[config.mk]
export PLATFORM = sky130hd
export DESIGN_NAME = spi_cmd_ctrl
export DESIGN_NICKNAME = d
export VERILOG_FILES = /design/src/rtl/spi_cmd_ctrl.sv
export SDC_FILE = /design/constraint.sdc
export NUM_CORES = 1
export LEC_CHECK = 0
export ABC_AREA = 1
export CAP_MARGIN = 20
export CORE_UTILIZATION = 51
export DETAILED_ROUTE_END_ITERATION = 10
export DONT_BUFFER_PORTS = 1
export GPL_ROUTABILITY_DRIVEN = 0
export GPL_TIMING_DRIVEN = 1
export PLACE_DENSITY = 0.77
export SYNTH_ARGS = -nofsm -noshare
export SYNTH_HDL_FRONTEND = slang
export SYNTH_SLANG_ARGS = --single-unit
[constraint.sdc]
create_clock -name clk -period 1.3 [get_ports clk]
set_input_delay 0.195 -clock clk [delete_from_list [all_inputs] [get_ports clk]]
set_output_delay 0.195 -clock clk [all_outputs]
set_load 0.01 [all_outputs]
[src/rtl/spi_cmd_ctrl.sv]
// spi_cmd_ctrl: turns the SPI byte stream (command, address, data burst) into
// 8-bit memory bus transactions and presents read data back for shift-out.
module spi_cmd_ctrl #(
   parameter int unsigned PARA_DATA_WIDTH = 8,
   parameter int unsigned PARA_ADDR_WIDTH = 8
) (
   input  logic                       clk,
   input  logic                       sync_rst,
   input  logic                       spi_cs_n,
   input  logic [PARA_DATA_WIDTH-1:0] spi_rxdata,
   input  logic                       spi_rxdata_valid,
   output logic [PARA_DATA_WIDTH-1:0] spi_txdata,
   output logic                       mem_req,
   output logic                       mem_we,
   output logic [PARA_ADDR_WIDTH-1:0] mem_addr,
   output logic [PARA_DATA_WIDTH-1:0] mem_wdata,
   input  logic [PARA_DATA_WIDTH-1:0] mem_rdata,
   input  logic                       mem_ack,
   output logic                       frame_active,
   output logic                       ovr_err
);

   typedef enum logic [2:0] {
      S_IDLE, S_CMD, S_ADDR, S_WR_DATA, S_WR_WAIT, S_RD_REQ, S_RD_WAIT, S_RD_DATA
   } state_t;

   state_t                     r_state, w_state;
   logic                       r_cs_s1, r_cs_s2, r_cs_s3;
   logic                       r_vld_s1, r_vld_s2, r_vld_s3;
   logic                       r_wr, w_wr;
   logic                       r_ainc, w_ainc;
   logic                       r_end_pend, w_end_pend;
   logic                       r_start_pend, w_start_pend;
   logic [PARA_DATA_WIDTH-1:0] r_txdata, w_txdata;
   logic                       r_mem_req, w_mem_req;
   logic                       r_mem_we, w_mem_we;
   logic [PARA_ADDR_WIDTH-1:0] r_mem_addr, w_mem_addr;
   logic [PARA_DATA_WIDTH-1:0] r_mem_wdata, w_mem_wdata;
   logic                       r_frame_active, w_frame_active;
   logic                       r_ovr_err, w_ovr_err;
   logic                       w_byte_evt, w_frame_start, w_frame_end;
   logic [PARA_ADDR_WIDTH-1:0] w_addr_inc;

   // Edge events from the synchronized chip select and byte-valid strobes
   assign w_byte_evt    = r_vld_s2 & ~r_vld_s3;
   assign w_frame_start = r_cs_s3 & ~r_cs_s2;
   assign w_frame_end   = ~r_cs_s3 & r_cs_s2;
   assign w_addr_inc    = r_mem_addr + PARA_ADDR_WIDTH'(r_ainc);

   // Next-state, datapath and frame boundary handling
   always_comb begin
      w_state        = r_state;
      w_wr           = r_wr;
      w_ainc         = r_ainc;
      w_end_pend     = r_end_pend;
      w_start_pend   = r_start_pend;
      w_txdata       = r_txdata;
      w_mem_req      = r_mem_req;
      w_mem_we       = r_mem_we;
      w_mem_addr     = r_mem_addr;
      w_mem_wdata    = r_mem_wdata;
      w_ovr_err      = r_ovr_err;
      w_frame_active = r_frame_active;

      if (w_frame_start) w_frame_active = 1'b1;
      if (w_frame_end)   w_frame_active = 1'b0;

      case (r_state)
         S_IDLE: begin
            if (w_frame_start) begin
               w_state   = S_CMD;
               w_ovr_err = 1'b0;
            end
         end
         S_CMD: begin
            if (w_byte_evt) begin
               w_wr    = spi_rxdata[7];
               w_ainc  = spi_rxdata[6];
               w_state = S_ADDR;
            end
         end
         S_ADDR: begin
            if (w_byte_evt) begin
               w_mem_addr = PARA_ADDR_WIDTH'(spi_rxdata);
               w_state    = r_wr ? S_WR_DATA : S_RD_REQ;
            end
         end
         S_WR_DATA: begin
            if (w_byte_evt) begin
               w_mem_wdata = spi_rxdata;
               w_mem_req   = 1'b1;
               w_mem_we    = 1'b1;
               w_state     = S_WR_WAIT;
            end
         end
         S_WR_WAIT: begin
            if (w_byte_evt) w_ovr_err = 1'b1;
            if (mem_ack) begin
               w_mem_req  = 1'b0;
               w_mem_addr = w_addr_inc;
               w_state    = S_WR_DATA;
            end
         end
         S_RD_REQ: begin
            if (w_byte_evt) w_ovr_err = 1'b1;
            w_mem_req = 1'b1;
            w_mem_we  = 1'b0;
            w_state   = S_RD_WAIT;
         end
         S_RD_WAIT: begin
            if (w_byte_evt) w_ovr_err = 1'b1;
            if (mem_ack) begin
               w_txdata   = mem_rdata;
               w_mem_req  = 1'b0;
               w_mem_addr = w_addr_inc;
               w_state    = S_RD_DATA;
            end
         end
         S_RD_DATA: begin
            if (w_byte_evt) w_state = S_RD_REQ;
         end
         default: w_state = S_IDLE;
      endcase

      // Frame end: finish any outstanding request, then leave the frame
      if (r_state != S_IDLE && (w_frame_end || r_end_pend)) begin
         if (w_mem_req) begin
            w_end_pend = 1'b1;
            if (w_frame_start) w_start_pend = 1'b1;
         end else begin
            w_end_pend = 1'b0;
            w_txdata   = '0;
            if (r_start_pend || w_frame_start) begin
               w_state      = S_CMD;
               w_ovr_err    = 1'b0;
               w_start_pend = 1'b0;
            end else begin
               w_state = S_IDLE;
            end
         end
      end
   end

   // State, synchronizers and registered outputs
   always_ff @(posedge clk) begin
      if (sync_rst) begin
         r_state        <= S_IDLE;
         r_cs_s1        <= 1'b0;
         r_cs_s2        <= 1'b0;
         r_cs_s3        <= 1'b0;
         r_vld_s1       <= 1'b0;
         r_vld_s2       <= 1'b0;
         r_vld_s3       <= 1'b0;
         r_wr           <= 1'b0;
         r_ainc         <= 1'b0;
         r_end_pend     <= 1'b0;
         r_start_pend   <= 1'b0;
         r_txdata       <= '0;
         r_mem_req      <= 1'b0;
         r_mem_we       <= 1'b0;
         r_mem_addr     <= '0;
         r_mem_wdata    <= '0;
         r_frame_active <= 1'b0;
         r_ovr_err      <= 1'b0;
      end else begin
         r_state        <= w_state;
         r_cs_s1        <= spi_cs_n;
         r_cs_s2        <= r_cs_s1;
         r_cs_s3        <= r_cs_s2;
         r_vld_s1       <= spi_rxdata_valid;
         r_vld_s2       <= r_vld_s1;
         r_vld_s3       <= r_vld_s2;
         r_wr           <= w_wr;
         r_ainc         <= w_ainc;
         r_end_pend     <= w_end_pend;
         r_start_pend   <= w_start_pend;
         r_txdata       <= w_txdata;
         r_mem_req      <= w_mem_req;
         r_mem_we       <= w_mem_we;
         r_mem_addr     <= w_mem_addr;
         r_mem_wdata    <= w_mem_wdata;
         r_frame_active <= w_frame_active;
         r_ovr_err      <= w_ovr_err;
      end
   end

   assign spi_txdata   = r_txdata;
   assign mem_req      = r_mem_req;
   assign mem_we       = r_mem_we;
   assign mem_addr     = r_mem_addr;
   assign mem_wdata    = r_mem_wdata;
   assign frame_active = r_frame_active;
   assign ovr_err      = r_ovr_err;

endmodule

**Word level (Yosys, flattened, before mapping)**

Cells that the tools add are included.

- Bitwise operators: 6
- Equality and inequality tests: 11
- $add $sub $neg: 1
- Reduce and logical (&&, ||, !) cells: 16
- Mux-type cells: 34

Operator list:

| kind | count |
|---|---|
| 8-bit 2-to-1 mux | 6 |
| 3-bit 2-to-1 mux | 10 |
| 3-bit case mux with 8 select lines | 1 |
| 8-bit case mux with 2 select lines | 1 |
| 1-bit 2-to-1 mux | 13 |
| 3-bit equality test, second input constant | 4 |
| 8-bit by 1-bit adder with 8-bit output | 1 |
| 3-bit by 2-bit equality test with 1-bit output, second input constant | 2 |
| 2-bit AND reduction | 3 |
| 3-bit AND reduction | 2 |
| 2-bit nonzero test | 3 |
| 2-bit by 1-bit != test with 1-bit output, second input constant | 2 |
| 2-bit != test, second input constant | 2 |
| 1-bit case mux with 2 select lines | 2 |
| 2-bit OR reduction | 2 |
| 1-bit bitwise AND | 3 |
| 3-bit by 1-bit equality test with 1-bit output, second input constant | 1 |
| 3-bit zero test | 1 |
| 1-bit inverter | 3 |
| 1-bit case mux with 3 select lines | 1 |
| 3-bit nonzero test | 1 |
| 3-bit OR reduction | 1 |
| 1-bit logical OR | 2 |
| 1-bit logical AND | 1 |

- Bits of input ports: 21
- Output and inout port bits: 28
- Register bits: 41
- Logic and storage cells: 86

**Depth between registers and ports, before layout**

Gate-level depths: netlist of the first run.

- Word-level depth: 7
- Mapped depth: 9
- Gate-level depth less buffers: 9

**Least setup slack after synthesis of the first run**

OpenSTA, ideal clock, no wires.

- Kind: reg-to-reg
- From: register r_mem_addr[0] (netlist: mem_addr[0])
- To: register r_mem_addr[6] (netlist: mem_addr[6])
- Setup time: 120 ps
- Arrival time: 1211 ps
- Clock period less this slack: 1331 ps
- Slack: -31 ps
- Path buffers: 0
- Required time: 1180 ps
- Stages on the path, launching flop included: 7
- Path through: dfxtp_1 > ha_1 > ha_1 > nand3_1 > o21a_1 > o21ai_0 > a21oi_1

- Word-level cells in the longest chain between the ends: 3

Ends and longest elaborated chain:

| item | RTL line | source |
|---|---|---|
| start, declared | 37 | `logic [PARA_ADDR_WIDTH-1:0] r_mem_addr, w_mem_addr;` |
| start signal, assigned | 180 | `r_mem_addr <= w_mem_addr;` |
| 8-bit by 1-bit adder with 8-bit output | 48 | `assign w_addr_inc = r_mem_addr + PARA_ADDR_WIDTH'(r_ainc);` |
| 8-bit 2-to-1 mux | 98, 112 |  |
| 8-bit case mux with 2 select lines | 68 | `case (r_state)` |

No other way between the ends. The select of a mux whose other input is x is not followed.
A chain may end at the register's enable or synchronous reset.

**Worst setup path after layout of the first run**

- From: register r_state[0]
- To: register r_state[0]

- Word-level cells in the longest chain between the ends: 5
- Elaborated cells on any way between the ends: 22
- Those cells by class: eq/ne (7); mux (11); reduce/logical (4)

Ends and longest elaborated chain:

| item | RTL line | source |
|---|---|---|
| start, declared | 27 | `state_t r_state, w_state;` |
| start signal, assigned | 166 | `r_state <= w_state;` |
| 3-bit equality test | 68 |  |
| 2-bit OR reduction (no line) | - |  |
| 1-bit case mux with 3 select lines | 68 |  |
| 3-bit 2-to-1 mux | 127 | `if (w_mem_req) begin` |
| 3-bit 2-to-1 mux * | 126 | `if (r_state != S_IDLE && (w_frame_end \|\| r_end_pend)) begin` |

Mark *: on every way between the ends. The rest lies on a longest branch, timed or not.

==> metrics.md, run 1 <==
| Metric | Value |
|---|---|
| Share of the synthesized area in the top cell type | 44.44% |
| Outcome | finished with violations |
| Count of final setup violators | 1 |
| Number of routed nets with antenna violations | 0 |
| First-pass GRT wire length | between 7000 and 8000 um |
| Vias in the first global route | roughly 1,600 |
| Fin area | around 2500 um^2 |
| PD cells | 813.0 nW/um^2 |
| Final setup margin | -1.439 ps |
| # fillers | 230 |
| FF-to-FF Start | r_state[0]$_SDFF_PP0_ |
| CTS root buffer | clkbuf_4 |
| Cell Rows | 21 |
| Worst hold path depth | 2 |
| Synth Area in Compound Gates | a little over an eighth |
| Worst setup path end | r_state[0]$_SDFF_PP0_ |
| Port Buf Inserts | 0 |
| Mapped Avg Cell Area | 7.631 um^2 |
| Share of layout cells above drive strength 1 | ~30% |
| Height of the die | 62.18 um |
| GR Util All Layers | 24.43% |
| Simple-Gate Fraction of Synth Area | between 20 and 30% |
| Worst hold path startpoint | spi_rxdata[6] |
| Routed vias/inst | ~5.3 |
| Non-filler instance count after layout | about 340 |
| Layout area overhead | 34.82% |
| Failing checks | negative setup slack |
| Clock Skews | 18.09 ps |
| Die Wd | around 62 um |
| Post-route minimum period | 1301 ps |
| Tot Pwr | around 2 mW |
| Mapped Cells | 242 |
| Reg-to-Reg End | r_state[0]$_SDFF_PP0_ |
| Largest family of logic cells by synthesized area | simple AND/OR/NAND/NOR gates |
| Max clock buf depth | 2 |
| Hold Vio Cnt, Final | 0 |
| CTS H-Tree Depth | 2 |
| Peak VDD IR | about 0.00067 V |
| RSZ-0062 raised after global routing | true |
| Worst hold path type | in -> reg |
| Mapped Nets | ~270 |
| Hold_ws | ~7.0 ps |
| Worst R2R Path Depth | 9 |
| Synth cell types | 26 |
| Slew Limit Fails | 0 |
| Die footprint | 3866 um^2 |
| TritonCTS clock tree | built |
| CTS clk-pin slew, worst paths | ~130 ps |
| Total clock sinks | between 40 and 50 |
| Nets@finish | ~310 |
| Max cap viols | 0 |
| Warning count from the yosys run | 0 |
| Req. time, crit path | about 1600 ps |
| Yosys top cell by area | dfxtp_1 |
| Grt ovf | 0 |
| Post-synthesis mux area share | between 4 and 5% |
| DRT Wirelength | 4861 um |
| CP Launch Type | flip-flop |
| CTS buffer count | 5 |
| Num ports | 49 |
| Place WS | -20.25 ps |
| Worst-margin pin slew | between 300 and 400 ps |
| Yosys reg bits | 41 |
| DP Wirelength | between 2000 and 3000 um |
| Initial cell density of the core | 54.49% |
| Placed Area | 2036 um^2 |
| Worst endpoint data arrival time | about 1600 ps |
| Slew HR | approximately 80% |
| Synthesized cell area | between 1500 and 2000 um^2 |
| Residual DRC | 0 |
| Cells after DPL | roughly 310 |
| Antenna violations before repair | 0 |
| Diode count | 0 |
| Router iterations before antenna repair | 6 |
| Critical path class | reg -> reg |
| Period utilization | 100.1% |
| Pleak | around 1.1 nW |
| R2r setup slk | -1 ps |
| Area share of fa/ha/maj cells after synthesis | under 10% |
| Starting DRT DRC Count | roughly 110 |
| Total vias in the final route | between 1,500 and 2,000 |
| Largest net degree at the start of global routing | 25 |
| Synth Area in XOR/XNOR | less than 1% |
| Critical path endpoint category | flip-flop |
| Max Freq | between 700 and 800 MHz |
| Drt wl/cell | 14.42 um |
| Synth top area cells | dfxtp_1 (44%), nor2_1 (10%), nand2_1 (7.3%) |
| Critical path origin | r_state[0]$_SDFF_PP0_ |
| CP Max Fanout | 5 |
| Core area | 3390 um^2 |
| Post-synthesis sequential area ratio | roughly 44% |
| Worst-skew pair later-pin latency | between 300 and 400 ps |
==> placed cells by master (no fill, tap or decap), types with 4 or more instances in the layout <==
cell / instances
a21oi_1: 15
buf_4: 23
buf_6: 6
clkbuf_4: 5
dfxtp_1: 34
dfxtp_2: 6
dlygate4sd3_1: 17
inv_1: 16
inv_2: 7
mux2i_1: 7
nand2_1: 35
nand2_4: 6
nand3_1: 8
nor2_1: 46
nor2_4: 4
o21ai_0: 14
o21ai_1: 7
o21ai_2: 6
==> critical path, stage by stage, from the launching register on <==
cell	delay, ps
dfxtp_2	350
buf_6	120
nor2_8	110
nand2_4	100
nand2_1	70
nand2_1	50
inv_2	80
nand3_4	120
nand2_1	100
a21oi_1	70
==> synthesized netlist by cell type <==
library cell	n
o21ai_1	5
nor2_1	49
a21oi_1	16
nand2_4	2
o21a_1	1
inv_1	20
clkbuf_1	2
buf_6	2
a31oi_1	3
ha_1	2
nand2_2	2
nand3_2	2
inv_2	4
xnor2_1	1
nor2_4	3
nor2_8	2
nor3_1	1
nand4_1	1
o21ai_0	22
buf_2	1
nand2_1	36
nand3_1	12
buf_4	1
mux2i_1	8
dfxtp_1	41
or2_2	3
==> power breakdown <==
part	switching, mW	internal [mW]	total (mW)
clock	0.425	0.204	0.629
sequential	0.00470	1.26	1.27
combinational	0.0633	0.0639	0.127
total	0.493	1.53	2.02
==> area by class of cell <==
class                      instances  area, um^2  share of cell area, %
sequential                        41       832.0                  33.42
timing repair buffer              46       410.4                  16.48
clock inverter                     3       17.52                 0.7035
inverter                          24       97.59                  3.920
clock buffer                       5       37.54                  1.508
multi-input combinational        172        1037                  41.66
tap                               46       57.56                  2.312
==> kinds of logic after synthesis <==
group | Yosys count
mux | 8
fa+ha+maj | 2
buf+inv | 30
simple gates | 113
compound gates | 47
flops | 41
xor+xnor | 1
==> sequential cells by signal (all words and copies together), names as in the netlist, 3 cells and up <==
| signal | cells |
|---|---|
| mem_addr | 8 |
| spi_txdata | 8 |
| r_state | 3 |
| mem_wdata | 8 |
==> per-layer routing <==
metal | share of wire, % | track usage, %
met1 | 40 | 30.46
met2 | 51 | 40.25
met3 | 7.6 | 7.353
met4 | 1.6 | 7.849
met5 | 0 | 0
==> worst min path at each step <==
stage	to	slack, ps
floorplan	r_cs_s1$_SDFF_PP0_	300
global placement	mem_we$_SDFFE_PP0P_	270
detailed placement	mem_we$_SDFFE_PP0P_	270
CTS	mem_addr[4]$_SDFFE_PP0P_	10
global route	mem_addr[4]$_SDFFE_PP0P_	7
finish	mem_addr[6]$_SDFFE_PP0P_	7
==> metrics by stage <==
step | util (%) | setup TNS, ps
6_report | 73.46 | -1.439
5_1_grt | 73.46 | -1225
4_1_cts | 67.63 | -0.2891
3_5_place_dp | 60.06 | -20.25
3_3_place_gp | 60.06 | 0
2_1_floorplan | - | 0
==> repair_timing <==
action                     in CTS  in global routing
setup endpoints to repair      17                 33
gates cloned                    1                  0
hold endpoints to repair       25                  0
pin swaps                       4                 18
buffers inserted                0                  6
hold buffers                   17                  0
resized for setup              11                 46
Power figures use the tool's default switching activity.
==> run 2: changes to the inputs <==
- PLACE_DENSITY: 0.77 -> 0.76
==> metrics.md, run 2 (same netlist as run 1, synthesis figures left out) <==
| Metric | Value |
|---|---|
| Nets@finish | 310 (was 313) |
| Failing checks | negative setup slack (unchanged) |
| Max cap viols | 0 (unchanged) |
| Tot Pwr | 2.019 mW (was 2.024 mW) |
| Num ports | 49 (unchanged) |
| Critical path endpoint category | flip-flop (unchanged) |
| Core area | 3390 um^2 (unchanged) |
| Total vias in the final route | 1,688 (was 1,799) |
| Period utilization | 101.7% (was 100.1%) |
| Critical path class | reg -> reg (unchanged) |
| GR Util All Layers | 23.03% (was 24.43%) |
| FF-to-FF Start | r_state[2]$_SDFF_PP0_ (was r_state[0]$_SDFF_PP0_) |
| Cell Rows | 21 (unchanged) |
| Antenna violations before repair | 0 (unchanged) |
| CTS H-Tree Depth | 2 (unchanged) |
| Routed vias/inst | 5.069 (was 5.338) |
| Fin util | 69.29% (was 73.46%) |
| Non-filler instance count after layout | 333 (was 337) |
| Starting DRT DRC Count | 96 (was 105) |
| Worst path max stage delay | 370 ps (was 350 ps) |
| Share of layout cells above drive strength 1 | 24.04% (was 29.55%) |
| WP buf/inv | 2 (unchanged) |
| Peak VDD IR | 0.0005141 V (was 0.0006721 V) |
| Pleak | 1.018 nW (was 1.055 nW) |
| Req. time, crit path | 1540 ps (was 1550 ps) |
| Residual DRC | 0 (unchanged) |
| Worst hold path type | in -> reg (unchanged) |
| CTS clk-pin slew, worst paths | 110 ps (was 130 ps) |
| Cells after DPL | 306 (was 305) |
| CP Launch Type | flip-flop (unchanged) |
| Initial cell density of the core | 54.49% (unchanged) |
| Most frequent cells in the layout | nor2_1 (46), dfxtp_1 (36), nand2_1 (32) (was nor2_1 (46), nand2_1 (35), dfxtp_1 (34)) |
| PD cells | 859.5 nW/um^2 (was 813.0 nW/um^2) |
| Worst-margin pin slew | 322.0 ps (was 325.4 ps) |
| Worst R2R Path Depth | 9 (unchanged) |
| Worst hold path startpoint | mem_rdata[7] (was spi_rxdata[6]) |
| Number of routed nets with antenna violations | 0 (unchanged) |
| Slew HR | 78.39% (was 78.16%) |
| Delay-heaviest family, CP | simple AND/OR/NAND/NOR gates (unchanged) |
| Total clock sinks | 41 (unchanged) |
| Reg-to-Reg End | spi_txdata[0]$_SDFF_PP0_ (was r_state[0]$_SDFF_PP0_) |
| Diode count | 0 (unchanged) |
| Most common cell after layout, fill and taps aside | nor2_1 (unchanged) |
| Layout area overhead | 27.17% (was 34.82%) |
| DP Wirelength | 2866 um (was 2830 um) |
| Worst setup path end | spi_txdata[0]$_SDFF_PP0_ (was r_state[0]$_SDFF_PP0_) |
| Largest net degree at the start of global routing | 23 (was 25) |
| Vias in the first global route | 1,635 (was 1,644) |
| Grt ovf | 0 (unchanged) |
| Final setup margin | -21.54 ps (was -1.439 ps) |
| First-pass GRT wire length | 7031 um (was 7534 um) |
| Slowest cell on crit path | dfxtp_2 (unchanged) |
| DRT Wirelength | 4244 um (was 4861 um) |
| Router iterations before antenna repair | 4 (was 6) |
| Drt wl/cell | 12.74 um (was 14.42 um) |
| TritonCTS clock tree | built (unchanged) |
| Worst endpoint data arrival time | 1560 ps (was 1550 ps) |
| Place WS | -150.9 ps (was -20.25 ps) |
| Die Wd | 62.18 um (unchanged) |
| RSZ-0062 raised after global routing | true (unchanged) |
| Post-route minimum period | 1322 ps (was 1301 ps) |
| CTS buffer count | 5 (unchanged) |
| R2r setup slk | -20 ps (was -1 ps) |
| Clock Skews | 15.99 ps (was 18.09 ps) |
| Outcome | finished with violations (unchanged) |
| Count of final setup violators | 13 (was 1) |
| CP Max Fanout | 5 (unchanged) |
| CP Cell Sequence | clkinv_4 > nor2_8 > nand2_4 > nand2_2 > nand2_2 > inv_2 > nand3_4 > nand2_4 > nor2_1 (was buf_6 > nor2_8 > nand2_4 > nand2_1 > nand2_1 > inv_2 > nand3_4 > nand2_1 > a21oi_1) |
| Max Freq | 756.7 MHz (was 768.4 MHz) |
| Worst-skew pair later-pin latency | 350 ps (was 370 ps) |
| Die footprint | 3866 um^2 (unchanged) |
| Hold Vio Cnt, Final | 0 (unchanged) |
| CTS root buffer | clkbuf_4 (unchanged) |
| Critical path origin | r_state[2]$_SDFF_PP0_ (was r_state[0]$_SDFF_PP0_) |
| CP Depth | 9 (unchanged) |
| Port Buf Inserts | 0 (unchanged) |
| Slew Limit Fails | 0 (unchanged) |
| Max clock buf depth | 2 (unchanged) |
| Height of the die | 62.18 um (unchanged) |
-- run 2: power breakdown --
group | switching, mW | internal [mW] | total [mW]
clock network | 0.379 | 0.256 | 0.635
logic | 0.0572 | 0.0572 | 0.114
registers | 0.00624 | 1.26 | 1.27
-- run 2: worst min path at each step --
stage	end	slack, ps	cells past startpoint
3_5_place_dp	mem_we$_SDFFE_PP0P_	270	1
3_3_place_gp	r_cs_s1$_SDFF_PP0_	270	1
2_1_floorplan	r_cs_s1$_SDFF_PP0_	300	2
6_report	spi_txdata[7]$_SDFF_PP0_	20	2
4_1_cts	spi_txdata[7]$_SDFF_PP0_	1	2
5_1_grt	spi_txdata[2]$_SDFF_PP0_	1	2
-- run 2: cell type report --
| cell class | count | area (um^2) |
|---|---|---|
| fill | 267 | 1041 |
| multi-input combinational | 172 | 944.7 |
| sequential | 41 | 829.5 |
| timing repair buffer | 43 | 366.6 |
| inverter | 24 | 95.09 |
| tap | 46 | 57.56 |
| clock buffer | 7 | 55.05 |
-- run 2: per-layer routing --
metal	track usage, %	vias to the layer above	part of all wire, %
met5	0	-	0
met4	10.47	0	2.0
met3	6.434	9	5.3
met2	38.60	55	48
met1	27.24	753	44
li1	-	871	-
-- run 2: metrics by stage --
stage / hold slack [ps] / area [um^2] / TNS [ps]
floorplan: 302.0 / 1848 / 0
global placement: 267.0 / 2043 / -435.7
detailed placement: 267.6 / 2043 / -2470
CTS: 1.482 / 2261 / 0
global route: 1.347 / 2349 / -1612
finish: 16.45 / 2349 / -161.5
-- run 2: repair_timing --
action	in CTS	in global routing
hold endpoints to repair	20	3
gates cloned	1	0
pin swaps	1	10
setup buffers	0	3
hold buffers	13	3
gates resized for setup	10	17
endpoints found under the setup margin	30	28
-- run 2: worst reg2reg max path: stages, from the launching register on --
cell and delay (ps):
dfxtp_2 370, clkinv_4 90, nor2_8 150, nand2_4 100, nand2_2 70, nand2_2 50
inv_2 80, nand3_4 130, nand2_4 120, nor2_1 60
